### config.mk
export PLATFORM = sky130hd
export DESIGN_NAME = branch_resolve_bht_flat
export DESIGN_NICKNAME = d
export VERILOG_FILES = /design/src/rtl/branch_resolve_bht_if.sv /design/src/rtl/branch_resolve_bht.sv /design/src/flat_wrapper.sv
export SDC_FILE = /design/constraint.sdc
export NUM_CORES = 1
export LEC_CHECK = 0
export BUFFER_PORTS_ARGS = -buffer_cell sky130_fd_sc_hd__buf_4
export CORE_MARGIN = 2
export CORE_UTILIZATION = 56
export CTS_CLUSTER_SIZE = 8
export DETAILED_ROUTE_END_ITERATION = 7
export GPL_TIMING_DRIVEN = 0
export PLACE_DENSITY = 0.81
export SLEW_MARGIN = 5
export SYNTH_ARGS = -nofsm -noshare
export SYNTH_HDL_FRONTEND = slang
export SYNTH_SLANG_ARGS = --single-unit
export TNS_END_PERCENT = 50
### constraint.sdc
create_clock -name clk -period 4.1 [get_ports clk]
set_input_delay 0.615 -clock clk [delete_from_list [all_inputs] [get_ports clk]]
set_output_delay 0.615 -clock clk [all_outputs]
set_load 0.05 [all_outputs]
### src/rtl/branch_resolve_bht_if.sv
// Bundles the fetch-side lookup and the ID-side resolve/update signals of
// branch_resolve_bht.
//   slave  : the predictor (lookup/resolve inputs in, prediction/resolution out)
//   master : the pipeline driving it
// Signals: if_pc/if_pred_taken (lookup), id_valid/id_pc/id_op/id_rt/rsv/rtv/
// id_pred_taken (resolve inputs), is_branch/branch_taken/mispredict (resolve
// outputs), branch_cnt/mispred_cnt (statistics).
interface branch_resolve_bht_if #(
  parameter int DATA_W = 32,
  parameter int STAT_W = 32
);
  logic [31:0]       if_pc;
  logic              if_pred_taken;
  logic              id_valid;
  logic [31:0]       id_pc;
  logic [5:0]        id_op;
  logic [4:0]        id_rt;
  logic [DATA_W-1:0] rsv;
  logic [DATA_W-1:0] rtv;
  logic              id_pred_taken;
  logic              is_branch;
  logic              branch_taken;
  logic              mispredict;
  logic [STAT_W-1:0] branch_cnt;
  logic [STAT_W-1:0] mispred_cnt;

  modport slave (
    input  if_pc, id_valid, id_pc, id_op, id_rt, rsv, rtv, id_pred_taken,
    output if_pred_taken, is_branch, branch_taken, mispredict,
           branch_cnt, mispred_cnt
  );

  modport master (
    output if_pc, id_valid, id_pc, id_op, id_rt, rsv, rtv, id_pred_taken,
    input  if_pred_taken, is_branch, branch_taken, mispredict,
           branch_cnt, mispred_cnt
  );
endinterface

### src/rtl/branch_resolve_bht.sv
// Branch resolution in ID plus a bimodal branch history table (2-bit
// saturating counters) looked up at fetch.
// Ports:
//   clk  : single clock, rising edge
//   rst  : synchronous active-high reset (table -> weakly-not-taken, stats -> 0)
//   bus  : branch_resolve_bht_if.slave, lookup/resolve/statistics signals
module branch_resolve_bht #(
  parameter int DATA_W    = 32,
  parameter int BHT_DEPTH = 64,
  parameter int IDX_W     = $clog2(BHT_DEPTH),
  parameter int STAT_W    = 32
) (
  input logic clk,
  input logic rst,
  branch_resolve_bht_if.slave bus
);

  localparam logic [5:0] OP_REGIMM = 6'b000001;
  localparam logic [5:0] OP_BEQ    = 6'b000100;
  localparam logic [5:0] OP_BNE    = 6'b000101;
  localparam logic [5:0] OP_BLEZ   = 6'b000110;
  localparam logic [5:0] OP_BGTZ   = 6'b000111;

  logic [1:0]        bht_q [BHT_DEPTH];
  logic [1:0]        entry_d;
  logic [STAT_W-1:0] branch_cnt_q, branch_cnt_d;
  logic [STAT_W-1:0] mispred_cnt_q, mispred_cnt_d;

  logic [IDX_W-1:0] if_idx, id_idx;
  logic             is_br, taken, mispred, upd;

  logic signed [DATA_W-1:0] rs_s;
  logic                     rs_neg, rs_zero, rs_eq_rt;

  // Only the word-index bits of the PCs address the table.
  logic unused_pc_bits;
  assign unused_pc_bits = ^{bus.if_pc[31:IDX_W+2], bus.if_pc[1:0],
                            bus.id_pc[31:IDX_W+2], bus.id_pc[1:0]};

  assign if_idx   = bus.if_pc[IDX_W+1:2];
  assign id_idx   = bus.id_pc[IDX_W+1:2];
  assign rs_s     = bus.rsv;
  assign rs_neg   = rs_s < 0;
  assign rs_zero  = bus.rsv == '0;
  assign rs_eq_rt = bus.rsv == bus.rtv;

  always_comb begin
    is_br = 1'b0;
    taken = 1'b0;
    unique case (bus.id_op)
      OP_BEQ:  begin is_br = 1'b1; taken = rs_eq_rt;            end
      OP_BNE:  begin is_br = 1'b1; taken = !rs_eq_rt;           end
      OP_BLEZ: begin is_br = 1'b1; taken = rs_neg || rs_zero;   end
      OP_BGTZ: begin is_br = 1'b1; taken = !rs_neg && !rs_zero; end
      OP_REGIMM: begin
        // Bit 4 of rt selects the linking variant; direction is unaffected.
        unique case (bus.id_rt)
          5'b00000, 5'b10000: begin is_br = 1'b1; taken = rs_neg;  end
          5'b00001, 5'b10001: begin is_br = 1'b1; taken = !rs_neg; end
          default: ;
        endcase
      end
      default: ;
    endcase
  end

  assign upd     = bus.id_valid && is_br;
  assign mispred = upd && (taken != bus.id_pred_taken);

  // Saturating 2-bit counter step for the entry being resolved.
  always_comb begin
    entry_d = bht_q[id_idx];
    if (taken && bht_q[id_idx] != 2'b11)
      entry_d = bht_q[id_idx] + 2'b01;
    else if (!taken && bht_q[id_idx] != 2'b00)
      entry_d = bht_q[id_idx] - 2'b01;
  end

  assign branch_cnt_d  = (upd && !(&branch_cnt_q))    ? branch_cnt_q + 1'b1  : branch_cnt_q;
  assign mispred_cnt_d = (mispred && !(&mispred_cnt_q)) ? mispred_cnt_q + 1'b1 : mispred_cnt_q;

  always_ff @(posedge clk) begin
    if (rst) begin
      for (int i = 0; i < BHT_DEPTH; i++) bht_q[i] <= 2'b01;
      branch_cnt_q  <= '0;
      mispred_cnt_q <= '0;
    end else begin
      if (upd) bht_q[id_idx] <= entry_d;
      branch_cnt_q  <= branch_cnt_d;
      mispred_cnt_q <= mispred_cnt_d;
    end
  end

  // Lookup reads the registered table, so a same-cycle update is not seen.
  assign bus.if_pred_taken = bht_q[if_idx][1];
  assign bus.is_branch     = is_br;
  assign bus.branch_taken  = taken;
  assign bus.mispredict    = mispred;
  assign bus.branch_cnt    = branch_cnt_q;
  assign bus.mispred_cnt   = mispred_cnt_q;

endmodule

### src/flat_wrapper.sv
// flat-port wrapper written by rule: the top's interface ports become plain ports
module branch_resolve_bht_flat 
#(
  parameter int DATA_W    = 32,
  parameter int BHT_DEPTH = 64,
  parameter int IDX_W     = $clog2(BHT_DEPTH),
  parameter int STAT_W    = 32
)
  (clk, rst, bus_if_pc, bus_id_valid, bus_id_pc, bus_id_op, bus_id_rt, bus_rsv, bus_rtv, bus_id_pred_taken, bus_if_pred_taken, bus_is_branch, bus_branch_taken, bus_mispredict, bus_branch_cnt, bus_mispred_cnt);
  branch_resolve_bht_if #(.DATA_W(DATA_W), .STAT_W(STAT_W)) bus_i ();
  input logic clk;
  input logic rst;
  input wire logic [$bits(bus_i.if_pc)-1:0] bus_if_pc;
  input wire logic [$bits(bus_i.id_valid)-1:0] bus_id_valid;
  input wire logic [$bits(bus_i.id_pc)-1:0] bus_id_pc;
  input wire logic [$bits(bus_i.id_op)-1:0] bus_id_op;
  input wire logic [$bits(bus_i.id_rt)-1:0] bus_id_rt;
  input wire logic [$bits(bus_i.rsv)-1:0] bus_rsv;
  input wire logic [$bits(bus_i.rtv)-1:0] bus_rtv;
  input wire logic [$bits(bus_i.id_pred_taken)-1:0] bus_id_pred_taken;
  output wire logic [$bits(bus_i.if_pred_taken)-1:0] bus_if_pred_taken;
  output wire logic [$bits(bus_i.is_branch)-1:0] bus_is_branch;
  output wire logic [$bits(bus_i.branch_taken)-1:0] bus_branch_taken;
  output wire logic [$bits(bus_i.mispredict)-1:0] bus_mispredict;
  output wire logic [$bits(bus_i.branch_cnt)-1:0] bus_branch_cnt;
  output wire logic [$bits(bus_i.mispred_cnt)-1:0] bus_mispred_cnt;
  assign bus_i.if_pc = bus_if_pc;
  assign bus_i.id_valid = bus_id_valid;
  assign bus_i.id_pc = bus_id_pc;
  assign bus_i.id_op = bus_id_op;
  assign bus_i.id_rt = bus_id_rt;
  assign bus_i.rsv = bus_rsv;
  assign bus_i.rtv = bus_rtv;
  assign bus_i.id_pred_taken = bus_id_pred_taken;
  assign bus_if_pred_taken = bus_i.if_pred_taken;
  assign bus_is_branch = bus_i.is_branch;
  assign bus_branch_taken = bus_i.branch_taken;
  assign bus_mispredict = bus_i.mispredict;
  assign bus_branch_cnt = bus_i.branch_cnt;
  assign bus_mispred_cnt = bus_i.mispred_cnt;
  branch_resolve_bht #(.DATA_W(DATA_W), .BHT_DEPTH(BHT_DEPTH), .IDX_W(IDX_W), .STAT_W(STAT_W)) u_core (.clk(clk), .rst(rst), .bus(bus_i));
endmodule
==> summary.md, run 1 <==
| Metric | Value |
|---|---|
| Status | `finished, violations left` |
| Failing checks | `negative setup slack` |
| R2R setup slack | `460 ps` |
| Asr flop ratio synth | `0%` |
| Sequential area share after synthesis | `47.2%` |
| Post-Synthesis Net Count | `1224` |
| Hold Path Sink | `u_core.bus.mispred_cnt[21]` |
| Final wirelength | `34.1 mm` |
| Setup Total Neg Slack | `-1170 ps` |
| FF-to-FF path depth | `13` |
| Iteration-0 DRC Markers | `1220` |
| Crit start category | `input port` |
| Reg2reg start | `u_core.bht_q[22][1]` |
| Max Cap Viol | `0` |
| RSZ-0062 raised after global routing | `true` |
| Syn_area_per_cell | `10.1 sq um` |
| # DRC | `0` |
| Clock Tree Buf Depth | `2` |
| Setup-failing EPs final | `20` |
| Fillers | `1477` |
| Worst Skew | `9.67 ps` |
| Port buffer count | `151` |
| Reg2reg end | `u_core.bht_q[56][1]` |
| Initial Util | `57.5%` |
| Die footprint | `0.0205 sq mm` |
| Period utilization | `104%` |
| Worst relative slew slack | `16.6%` |
| Layout Nets | `1399` |
| Worst-Skew Late Latency | `450 ps` |
| Core area | `0.0189 sq mm` |
| I/O pin cnt | `211` |
| Worst hold path class | `flip-flop to flip-flop` |
| DR pass1 iterations | `5` |
| CTS Buf Count | `17` |
| Via density | `6.36` |
| Hold Violations, Final | `0` |
| Initial antenna violation count | `0` |
| Required time of the critical path | `4260 ps` |
| Crit Path Class | `input port to flip-flop` |
| Via count | `9705` |
| CP endpoint kind | `flip-flop` |
| Layout area overhead | `19.8%` |
| Routed Antenna Nets | `0` |
| Pin count of the biggest net entering global routing | `18` |
| N_diodes | `0` |
| Die Span Y | `143 um` |
| WP data arrival | `4420 ps` |
| Post-synthesis register bit count | `192` |
| Static leakage | `4.49 nW` |
| Library cells used by synthesis | `68` |
| Hold Path Depth | `2` |
| Post-synth EDFFs | `128` |
| Root Driver | `clkbuf_16` |
| CTS tree | `built` |
| Vias in the first global route | `9289` |
| Main flop type after synthesis | `edfxtp_1` |
| Cell count after synthesis | `1077` |
| Max-slew violation count | `0` |
| Worst Hold Launch | `u_core.bus.mispred_cnt[21]` |
| Final HPWL DP | `24.5 mm` |
| Total track usage | `33.5%` |
| Row cnt | `50` |
| Synth warnings | `0` |
| Routed len/inst | `22.4 um` |
| Final WS setup | `-159 ps` |
| Min Tclk post-route | `4260 ps` |
| Clock transition at path regs | `70 ps` |
| # H-tree levels | `4` |
| Crit Path Max Fanout | `10` |
| Placer Congestion | `1.03` |
| Peak Freq | `0.235 GHz` |
| Worst IR Drop VDD | `0.316 mV` |
| Synthesized area | `0.0109 sq mm` |
| Setup Slack @ Placement | `-845 ps` |
| First-pass GRT wire length | `51.5 mm` |
| Pwr dens | `346 mW/mm^2` |
| Grt total ovfl | `0` |
| Hold-fix buffers at CTS | `0` |
| Share of post-route cells with drive strength above 1 | `21.8%` |
| Worst-Margin Slew | `1250 ps` |
| CTS sink count | `192` |
| Die width | `143 um` |
==> synth_stat cells (all sizes together), types with 3 or more instances <==
master	number	area (sq um)
a211oi	3	22.5
a21o	23	173
a21oi	40	200
a221oi	10	87.6
a22o	4	35.0
a22oi	8	60.1
a31oi	5	31.3
and2	7	43.8
and3	11	68.8
and3b	3	26.3
and4	8	70.1
buf	33	199
clkbuf	47	176
dfxtp	64	1280
edfxtp	128	3840
ha	4	50.1
inv	23	86.3
mux2	13	146
mux2i	28	297
mux4	27	608
nand2	80	300
nand2b	46	288
nand3	94	470
nand3b	5	37.5
nand4	27	169
nor2	109	409
nor2b	8	50.1
nor3	28	140
nor3b	4	30.0
nor4	19	119
o211ai	5	37.5
o21ai	22	110
o21bai	4	30.0
o22ai	7	43.8
o31ai	14	105
or2	4	25.0
or3	16	100
or4	15	113
xnor2	41	367
xor2	16	159
==> flip-flops by register name, summed over array words and instances, names as in the netlist <==
name / cells
u_core.bht_q: 128
u_core.bus.branch_cnt: 32
u_core.bus.mispred_cnt: 32
==> cell usage in the layout (no fill, tap or decap), types with 11 or more instances in the layout <==
cell type,netlist,routed
nor3_1,28,26
clkbuf_16,0,17
mux2_2,12,12
buf_2,18,12
nand3_1,94,94
nand2b_1,46,46
clkbuf_1,47,48
nand2_1,80,80
a21oi_1,40,40
o21ai_0,22,22
nand4_1,27,27
inv_1,23,23
nor2_1,109,108
and3_1,11,11
nor4_1,19,16
xnor2_1,40,40
dfxtp_1,64,64
or4_1,15,15
a21o_1,23,23
mux4_2,27,27
edfxtp_1,128,128
or3_1,16,16
o31ai_1,14,14
xor2_1,15,15
mux2i_1,26,26
buf_4,2,157
==> cell families (layout without fill, tap and decap cells) <==
kind of cell               Yosys count  count (layout)  share of synthesized area, %
AOI/OAI and AO/OA                  161             161                          10.1
buffers and inverters              103             291                          4.25
muxes                               68              68                          9.68
and+or+nand+nor                    492             492                          23.5
adders and majority gates            4               4                         0.461
xor gates and xnor gates            57              57                          4.84
DFF                                192             192                          47.2
==> per-layer routing <==
metal / vias to the layer above / GRT usage (%) / wire length [um] / share of wire, %
met5: - / 0 / 0 / 0
met2: 664 / 53.6 / 15800 / 46
met4: 0 / 15.9 / 1760 / 5.2
met3: 137 / 7.88 / 3830 / 11
met1: 4549 / 43.1 / 12800 / 37
li1: 4355 / - / - / -
==> report_power, final <==
group          total, W  switching [W]  internal [W]
combinational  0.000803       0.000487      0.000316
clock           0.00159       0.000764      0.000828
sequential      0.00211      0.0000206       0.00209
==> cell type report <==
type / instances / area [sq um] / share of cell area, %
Buffer: 80 / 403 / 3.10
Clock buffer: 20 / 447 / 3.43
Sequential cell: 192 / 5120 / 39.4
Timing Repair Buffer: 156 / 1200 / 9.19
Inverter: 23 / 86.3 / 0.663
Clock inverter: 12 / 93.8 / 0.721
Tap cell: 260 / 325 / 2.50
Multi-Input combinational cell: 782 / 5340 / 41.0
==> metrics by stage <==
stage | std cells | power (W) | hold slack (ps) | area (sq um) | util (%)
3_5_place_dp | 1488 | 0.00287 | 489 | 12300 | 65.2
5_1_grt | 1525 | 0.00460 | 515 | 13000 | 68.9
2_1_floorplan | 1077 | 0.00260 | 712 | 10900 | -
3_3_place_gp | 1488 | 0.00286 | 483 | 12300 | 65.2
4_1_cts | 1521 | 0.00444 | 490 | 12900 | 68.3
6_report | 1525 | 0.00450 | 491 | 13000 | 68.9
==> critical path, stage by stage <==
cell	delay [ps]
buf_4	110
nor4_1	460
a21oi_1	180
nand3b_1	400
nor2_1	370
nand2_1	350
nor2_1	910
clkbuf_1	750
a21o_1	260
==> worst max path at each step <==
stage	start	end	slack [ps]	cells past startpoint
floorplan	bus_rsv[25]	bus_mispredict	260	10
global route	bus_id_rt[1]	u_core.bht_q[29][1]	-200	9
detailed placement	bus_id_pc[4]	u_core.bht_q[50][1]	-840	16
finish	bus_id_rt[1]	u_core.bht_q[61][1]	-160	9
global placement	bus_id_pc[4]	u_core.bht_q[50][1]	-780	16
CTS	bus_rsv[14]	bus_mispredict	3	12
==> what timing repair did <==
action                                  in CTS  in global routing
endpoints found under the setup margin     132                146
gates resized for setup                      7                 21
gates cloned                                 0                  0
setup buffers                                1                  4
pin swaps                                    1                  2
No activity file was read; power rests on OpenSTA's default activity.
==> run 2: changes to the inputs <==
==> constraint.sdc (replaced) <==
create_clock -name clk -period 4.1 [get_ports clk]
set_input_delay 0.82 -clock clk [delete_from_list [all_inputs] [get_ports clk]]
set_output_delay 0.82 -clock clk [all_outputs]
set_load 0.05 [all_outputs]
==> run 2 against run 1 <==
  * The flow still finishes with violations (negative setup slack)
  * Clock skew about the same
  * Die area unchanged
  * Total power up 3.4%
  * Wire length up 2.5%
  * First-iteration DRC count down 5.4%
  * Sequential power about the same
==> summary.md, run 2 (synthesis results as in run 1) <==
| Metric | Value |
|---|---|
| Iteration-0 DRC Markers | `1154 (-5.4%)` |
| Clock share of power | `36.9% (+1.5 points)` |
| Die footprint | `0.0205 sq mm (unchanged)` |
| Die width | `143 um (unchanged)` |
| Required time of the critical path | `4260 ps (about the same)` |
| CTS sink count | `192 (unchanged)` |
| Hold Path Sink | `u_core.bus.mispred_cnt[21]` |
| Hold-fix buffers at CTS | `0 (unchanged)` |
| Hold Violations, Final | `0 (unchanged)` |
| Final HPWL DP | `25.1 mm (+2.5%)` |
| # H-tree levels | `4 (unchanged)` |
| Hold_ws | `519 ps (+27.6 ps)` |
| First-pass GRT wire length | `52.7 mm (+2.4%)` |
| Min Tclk post-route | `4220 ps (-39.3 ps)` |
| Port buffer count | `151 (unchanged)` |
| Worst-Margin Slew | `997 ps (-251 ps)` |
| Fillers | `1525 (+3.2%)` |
| Root Driver | `clkbuf_16` |
| Clock transition at path regs | `80 ps (about the same)` |
| Clock Tree Buf Depth | `2 (unchanged)` |
| WP data arrival | `4380 ps (-40 ps)` |
| Initial Util | `57.5% (unchanged)` |
| Pin count of the biggest net entering global routing | `20 (+2)` |
| I/O pin cnt | `211 (unchanged)` |
| Max-slew violation count | `0 (unchanged)` |
| Layout Nets | `1402 (+0.21%)` |
| # DRC | `0 (unchanged)` |
| Die Span Y | `143 um (unchanged)` |
| Row cnt | `50 (unchanged)` |
| Via count | `9790 (+0.88%)` |
| CTS Buf Count | `17 (unchanged)` |
| Crit Path Max Fanout | `10 (unchanged)` |
| Worst IR Drop VDD | `0.298 mV (-6.0%)` |
| Peak Freq | `0.237 GHz (+0.93%)` |
| Crit start category | `input port` |
| CTS tree | `built` |
| Max Cap Viol | `0 (unchanged)` |
| N_diodes | `0 (unchanged)` |
| Layout area overhead | `21.6%` |
| PnR Total Power | `0.00466 W (+3.4%)` |
| Register share of total power | `45.2% (-1.6 points)` |
| Status | `finished, violations left` |
| Initial antenna violation count | `0 (unchanged)` |
| Final WS setup | `-120 ps (+39.3 ps)` |
| Most frequent cells in the layout | `buf_4, edfxtp_1, nor2_1` |
| Static leakage | `4.58 nW (+1.9%)` |
| Failing checks | `negative setup slack` |
| Grt total ovfl | `0 (unchanged)` |
| Share of post-route cells with drive strength above 1 | `23.7% (+1.9 points)` |
| Worst hold path class | `flip-flop to flip-flop` |
| Pwr dens | `353 mW/mm^2 (+1.9%)` |
| Worst Hold Launch | `u_core.bus.mispred_cnt[21]` |
| Placer Congestion | `0.999 (-2.9%)` |
| Switching share of total power | `28.8% (+0.54 points)` |
| FF-to-FF path depth | `14 (+1)` |
| Most flops, register | `u_core.bht_q` |
| Routed Antenna Nets | `0 (unchanged)` |
| Most common cell after layout, fill and taps aside | `buf_4` |
| Reg2reg end | `u_core.bht_q[8][1]` |
| Combinational Power Share | `17.9% (about the same)` |
| Crit Path Class | `input port to flip-flop` |
| Routed len/inst | `22.9 um (+2.3%)` |
| Internal Power | `0.00332 W (+2.6%)` |
| Via density | `6.41 (+0.68%)` |
| Switch Pwr | `0.00134 W (+5.4%)` |
| CP endpoint kind | `flip-flop` |
| Worst relative slew slack | `33.0% (+16 points)` |
| R2R setup slack | `540 ps (+80 ps)` |
| Total track usage | `34.4% (+0.92 points)` |
| Period utilization | `103% (-0.96 points)` |
| Max FFs per register | `128 (unchanged)` |
| Setup-failing EPs final | `9 (-55%)` |
| Core area | `0.0189 sq mm (unchanged)` |
| Hold Path Depth | `2 (unchanged)` |
| DR pass1 iterations | `7 (+2)` |
| Reg2reg start | `u_core.bht_q[22][1]` |
| Vias in the first global route | `9669 (+4.1%)` |
| RSZ-0062 raised after global routing | `true` |
| Worst-Skew Late Latency | `450 ps (about the same)` |
| Worst Skew | `9.80 ps (+0.128 ps)` |
| Final wirelength | `35.0 mm (+2.5%)` |
run 2: cell count changes in the layout (fill, tap and decap cells not counted), moves of 3 or more:
cell / delta
inv_4: -3
clkbuf_1: -11
inv_8: +3
buf_4: +10
nor2_1: -3
clkbuf_2: +10
buf_2: -7
nor4_1: -3
run 2: worst max path at each step:
stage / cells past startpoint / to / startpoint
global route: 9 / u_core.bht_q[26][1] / bus_id_rt[1]
floorplan: 5 / bus_if_pred_taken / bus_if_pc[2]
detailed placement: 16 / u_core.bht_q[13][1] / bus_id_pc[4]
CTS: 9 / u_core.bht_q[61][0] / bus_id_rt[1]
finish: 9 / u_core.bht_q[58][0] / bus_id_rt[1]
global placement: 10 / u_core.bht_q[28][0] / bus_id_rt[1]
run 2: area by class of cell:
type / instances / area (sq um) / share of cell area (%)
Buffer: 79 / 437 / 3.31
Clock buffer: 18 / 450 / 3.41
Clock inverter: 14 / 139 / 1.05
Inverter: 23 / 90.1 / 0.682
Multi-Input combinational cell: 782 / 5410 / 41.0
Sequential cell: 192 / 5120 / 38.8
Tap cell: 260 / 325 / 2.46
Timing Repair Buffer: 160 / 1230 / 9.29
run 2: repair_timing:
action	in CTS	in global routing
pin swaps	3	5
gates resized for setup	28	39
buffers inserted	3	6
endpoints found under the setup margin	150	155
run 2: worst max-delay path: stages:
cell and delay (ps):
buf_4 110, nor4_1 540, a21oi_1 240, nand3b_1 450, nor2_1 430, nand2_1 210, nor2_2 550, clkbuf_1 750
a21o_1 260
run 2: through the flow:
stage | std cells | setup TNS (ps) | util [%] | area, sq um | setup slack (ps)
after floorplan | 1077 | -111 | - | 10900 | -111
after global placement | 1488 | -142950 | 65.2 | 12300 | -1170
after detailed placement | 1488 | -128190 | 65.3 | 12300 | -985
after CTS | 1522 | -2070 | 68.9 | 13000 | -192
after global routing | 1528 | -357 | 69.9 | 13200 | -57.9
final | 1528 | -578 | 69.9 | 13200 | -120
run 2: metal layers:
metal	global-route usage (%)	share of wire [%]	vias to the layer above
li1	-	-	4358
met1	43.8	37	4629
met4	16.8	4.8	0
met3	8.42	11	140
met2	55.2	47	663
met5	0	0	-
run 2: power by group through the flow:
stage / Combinational, W / Sequential [W] / Clock (W)
2_1_floorplan: 0.000462 / 0.00214 / 0
5_1_grt: 0.000860 / 0.00211 / 0.00179
3_5_place_dp: 0.000729 / 0.00215 / 0
6_report: 0.000831 / 0.00211 / 0.00172
4_1_cts: 0.000760 / 0.00211 / 0.00171
3_3_place_gp: 0.000716 / 0.00215 / 0
